File: src/rtl/alu_pkg.sv
// Shared definitions for the 32-bit ALU: operation codes, width and a 1-bit
// full-adder helper used to build the shared adder/subtractor.
package alu_pkg;

   localparam int ALU_W = 32;

   typedef enum logic [2:0] {
      ALU_ADD = 3'b000,
      ALU_XOR = 3'b001,
      ALU_SUB = 3'b010,
      ALU_RSV = 3'b011,
      ALU_SLT = 3'b100,
      ALU_NOR = 3'b101,
      ALU_AND = 3'b110,
      ALU_OR  = 3'b111
   } alu_op_t;

   // One-bit full adder; returns {carry_out, sum}.
   function automatic logic [1:0] full_add(input logic a, input logic b, input logic cin);
      logic s;
      logic co;
      s  = a ^ b ^ cin;
      co = (a & b) | (a & cin) | (b & cin);
      return {co, s};
   endfunction

endpackage

File: src/rtl/alu_addsub32.sv
// Shared 32-bit ripple-carry adder/subtractor built from 1-bit full adders.
// With sub=1 operand B is inverted and the carry-in is set, giving A + ~B + 1.
module alu_addsub32
   import alu_pkg::*;
(
   input  logic [ALU_W-1:0] a,
   input  logic [ALU_W-1:0] b,
   input  logic             sub,
   output logic [ALU_W-1:0] sum,
   output logic             cout,
   output logic             ovf
);

   logic [ALU_W-1:0] b_eff_s;
   logic [ALU_W:0]   carry_s;

   // Conditionally invert B for subtraction.
   assign b_eff_s = b ^ {ALU_W{sub}};

   // Ripple the carry through the full-adder chain, LSB first.
   always_comb begin
      logic [1:0] fa_s;
      sum        = {ALU_W{1'b0}};
      carry_s    = {(ALU_W+1){1'b0}};
      fa_s       = 2'b00;
      carry_s[0] = sub;
      for (int i = 0; i < ALU_W; i++) begin
         fa_s           = full_add(a[i], b_eff_s[i], carry_s[i]);
         sum[i]         = fa_s[0];
         carry_s[i + 1] = fa_s[1];
      end
   end

   // Carry-out and signed overflow (carry into MSB differs from carry out of MSB).
   assign cout = carry_s[ALU_W];
   assign ovf  = carry_s[ALU_W] ^ carry_s[ALU_W-1];

endmodule

File: src/rtl/alu_32bit.sv
// 32-bit MIPS-style ALU for the execute stage. A combinational result mux
// over the logic units and the shared adder feeds a single output register,
// so each result appears one clock after its operands and select.
module alu_32bit
   import alu_pkg::*;
(
   input  logic             clk,
   input  logic             rst_n,
   output logic [ALU_W-1:0] out,
   input  logic [ALU_W-1:0] inp_A,
   input  logic [ALU_W-1:0] inp_B,
   input  logic [2:0]       select
);

   alu_op_t          op_s;
   logic             sub_s;
   logic [ALU_W-1:0] sum_s;
   logic             addsub_cout_unused;
   logic             ovf_s;
   logic             slt_s;
   logic [ALU_W-1:0] out_d;
   logic [ALU_W-1:0] out_q;

   assign op_s = alu_op_t'(select);

   // Subtract mode is needed both for SUB and for the SLT comparison.
   always_comb begin
      sub_s = 1'b0;
      case (op_s)
         ALU_SUB: sub_s = 1'b1;
         ALU_SLT: sub_s = 1'b1;
         default: sub_s = 1'b0;
      endcase
   end

   alu_addsub32 u_addsub (
      .a    (inp_A),
      .b    (inp_B),
      .sub  (sub_s),
      .sum  (sum_s),
      .cout (addsub_cout_unused),
      .ovf  (ovf_s)
   );

   // Signed less-than stays correct when A-B overflows.
   assign slt_s = sum_s[ALU_W-1] ^ ovf_s;

   // Result mux selecting the operation output for the register input.
   always_comb begin
      out_d = {ALU_W{1'b0}};
      case (op_s)
         ALU_ADD: out_d = sum_s;
         ALU_XOR: out_d = inp_A ^ inp_B;
         ALU_SUB: out_d = sum_s;
         ALU_RSV: out_d = {ALU_W{1'b0}};
         ALU_SLT: out_d = {{(ALU_W-1){1'b0}}, slt_s};
         ALU_NOR: out_d = ~(inp_A | inp_B);
         ALU_AND: out_d = inp_A & inp_B;
         ALU_OR:  out_d = inp_A | inp_B;
         default: out_d = {ALU_W{1'b0}};
      endcase
   end

   // Output register; reset clears it immediately and holds it at zero.
   always_ff @(posedge clk or negedge rst_n) begin
      if (!rst_n) begin
         out_q <= {ALU_W{1'b0}};
      end else begin
         out_q <= out_d;
      end
   end

   assign out = out_q;

endmodule

File: config.mk
export PLATFORM = sky130hd
export DESIGN_NAME = alu_32bit
export DESIGN_NICKNAME = d
export VERILOG_FILES = /design/src/rtl/alu_pkg.sv /design/src/rtl/alu_addsub32.sv /design/src/rtl/alu_32bit.sv
export SDC_FILE = /design/constraint.sdc
export NUM_CORES = 1
export LEC_CHECK = 0
export CAP_MARGIN = 0
export CORE_UTILIZATION = 47
export CTS_BUF_LIST = sky130_fd_sc_hd__clkbuf_16
export CTS_CLUSTER_DIAMETER = 50
export DETAILED_ROUTE_END_ITERATION = 10
export PLACE_DENSITY = 0.84
export SLEW_MARGIN = 5
export SYNTH_ARGS = -nofsm -noshare
export SYNTH_HDL_FRONTEND = slang
export SYNTH_SLANG_ARGS = --single-unit
File: constraint.sdc
create_clock -name clk -period 0.8 [get_ports clk]
set_input_delay 0.12 -clock clk [delete_from_list [all_inputs] [get_ports clk]]
set_output_delay 0.12 -clock clk [all_outputs]
set_load 0.01 [all_outputs]
==> impl_metrics.tcl <==
set metrics [dict create \
    status "complete, but fails checks" \
    violations "DRC, setup timing" \
    async_flop_share_pct 100 \
    htree_levels 2 \
    yosysTopAreaCell "dfrtp_1" \
    antenna_found_initial 0 \
    vias 3957 \
    cts_tree "built" \
    boundaryPins 101 \
    syn_nets 635 \
    final_cells 726 \
    worstPathArrival_ns 12.55 \
    synth_cells 471 \
    start_util_pct 48.9 \
    seqCellArea_um2 801 \
    cp_slowest_cell "fa_2" \
    rsz0062_at_grt "yes" \
    cp.required_ns 0.96 \
    clkSinkCount 32 \
    synth_top_family_by_area "adder cells" \
    synthAdderAreaFrac_pct 33.0 \
    drt_iter0_markers 147 \
    synthToLayoutAreaGrowth_pct 37.4 \
    synth_warnings 0 \
    dp_hpwl_um 9350 \
    clockBufferDepth 2 \
    crit_fanout 2 \
    startpoint_type "primary input" \
    path_clk_slew_ns 0.06 \
    worst_setup_path_end_kind "flop" \
    num_rows 34 \
    multi_input_area_mm2 0.00322 \
    ant_nets 0 \
    grt_max_degree 52 \
    critPathKind "primary input to flop" \
    largest_register_ffs 32 \
    slew_violations 0 \
    first_pass_iters 8 \
    routabilityCongestion 0.857 \
    hold_class "primary input to async pin" \
    setup_violations 64 \
    synthXorXnorAreaFrac_pct 6.51 \
    grt_use_total_pct 27.8 \
    clock-root-buffer "clkbuf_16" \
    ys.flop_type "dfrtp_1" \
    cp_common_cell "fa_2" \
    die_w_um 97.7 \
    diodes 0 \
    crit_path_max_incr_delay_ns 0.44 \
    placed_area_mm2 0.00592 \
    drv_cap 0 \
    slew_headroom_pct 69.3 \
    viasPerCell 5.45 \
    syn_area_mm2 0.00431 \
    muxShareOfSynthArea_pct 0 \
    vdd_drop_max_mv 0.768 \
    grt_pass1_vias 4512 \
    hold_viol 0 \
    grt_first_pass_wirelength_um 21000 \
    synth_cell_types 24 \
    cts_made_buffers 5 \
    drt-total-wl_um 12400 \
    avgSynthCellArea_um2 9.14 \
    dp.cells 717 \
    ys_seq_elements 32 \
    coreArea_mm2 0.00881 \
    fin_ws_ns -11.58 \
    synth_edf_count 0 \
    power_density_mw_per_mm2 1250 \
    synth.top_cell.area_share_pct 18.6 \
    synth_commonest_cells "inv_1 (66), ha_1 (64), nand2b_1 (63), a21oi_1 (48)" \
    post-synth-top-count-cell "inv_1" \
    drc 16 \
    yosys.area_share.simple_pct 16.6 \
    p_leak_nw 2.80 \
    nets 781 \
    fin_crit_ns 12.38 \
    wl_per_cell_um 17.1 \
    fin_crit_sh_pct 1550 \
    dieArea_mm2 0.00955 \
    cts_setup_buffers 0 \
    port_buffers 100 \
    fill_cells 670 \
    max_clock_freq_ghz 0.0808 \
    yosysSeqAreaShare_pct 18.6 \
    grt-ovfl-total 0 \
    die_height_um 97.7 \
    worst_slew_pin_slew_ns 0.461 \
    drive_gt1_share_pct 24.1 \
    postLayoutCellArea_mm2 0.00592 \
    synth-compound-area-share_pct 15.7 \
    synth_area_leaders "dfrtp_1 (19%), ha_1 (19%), fa_1 (14%), nand2b_1 (9.2%), o32a_1 (7.2%)" \
]
## logic make-up after synthesis
kind of cell,after synthesis
AND/OR/NAND/NOR,120
AO/OA/AOI/OAI,96
buffers and inverters,96
adder cells (fa/ha/maj),95
XOR/XNOR,32
flip-flops,32
## worst paths after layout
| path | end | from | slack [ns] |
|---|---|---|---|
| worst max-delay path | out[31] | select[2] | -11.58 |
| worst min-delay path | out[9] | rst_n | 0.24 |
| max in group asynchronous | out[2] | rst_n | 0.14 |
| min in group clk | out[0] | select[1] | 0.32 |
## routing by layer
metal | GRT usage, % | routed length, um
met5 | 0 | 0
met4 | 13.2 | 380
met3 | 4.96 | 659
met2 | 50.7 | 6470
met1 | 31.4 | 4920
## critical path, delay by kind of cell
family	cells	cell delay, ns
simple gates	2	0.25
compound gates	2	0.37
xor+xnor	2	0.27
fa+ha+maj	31	11.39
buf+inv	2	0.15
## area by class of cell
cell class | instances | area share [%]
clock inverter | 3 | 0.190
timing repair buffer | 169 | 23.4
clock buffer | 5 | 2.11
multi-input combinational | 343 | 54.3
sequential | 32 | 13.5
inverter | 66 | 4.19
tap | 108 | 2.28
## through the flow
step | TNS, ns | power [mW] | util, % | hold slack [ns] | setup WS (ns)
global route | -208.49 | 7.97 | 67.2 | 0.256 | -11.92
global placement | -228.33 | 5.64 | 67.2 | -0.000234 | -12.33
CTS | -202.29 | 7.47 | 67.2 | 0.241 | -11.73
finish | -201.66 | 7.42 | 67.2 | 0.238 | -11.58
floorplan | -206.36 | 4.06 | - | -0.176 | -11.78
detailed placement | -231.87 | 5.80 | 67.2 | 0.00234 | -12.55
## layout by cell type, fill, tap and decap left out, types with 2 or more instances in the layout
cell type	instances
inv_1	67
buf_4	66
ha_1	64
nand2b_1	63
clkdlybuf4s50_1	61
a21oi_1	46
buf_2	34
dfrtp_1	32
and2_1	31
o32a_1	31
fa_2	31
xnor2_1	30
nor2_1	16
a211oi_1	16
clkbuf_16	5
nand2_1	3
dlygate4sd2_1	3
buf_12	3
xnor2_4	2
a21oi_2	2
or2_2	2
## repair_timing
item | 4_1_cts | 5_1_grt
gates resized for setup | 147 | 1
endpoints found under the hold margin | 32 | 0
endpoints found under the setup margin | 64 | 64
pin swaps | 28 | 13
hold buffers | 1 | 0
## power breakdown
part	total (mW)	leakage, nW	internal, mW	switching (mW)
clock	1.85	0.0738	1.12	0.733
combinational	3.64	2.32	1.85	1.79
sequential	1.93	0.399	1.86	0.0706
total	7.42	2.80	4.83	2.59
No activity file was read; power rests on OpenSTA's default activity.
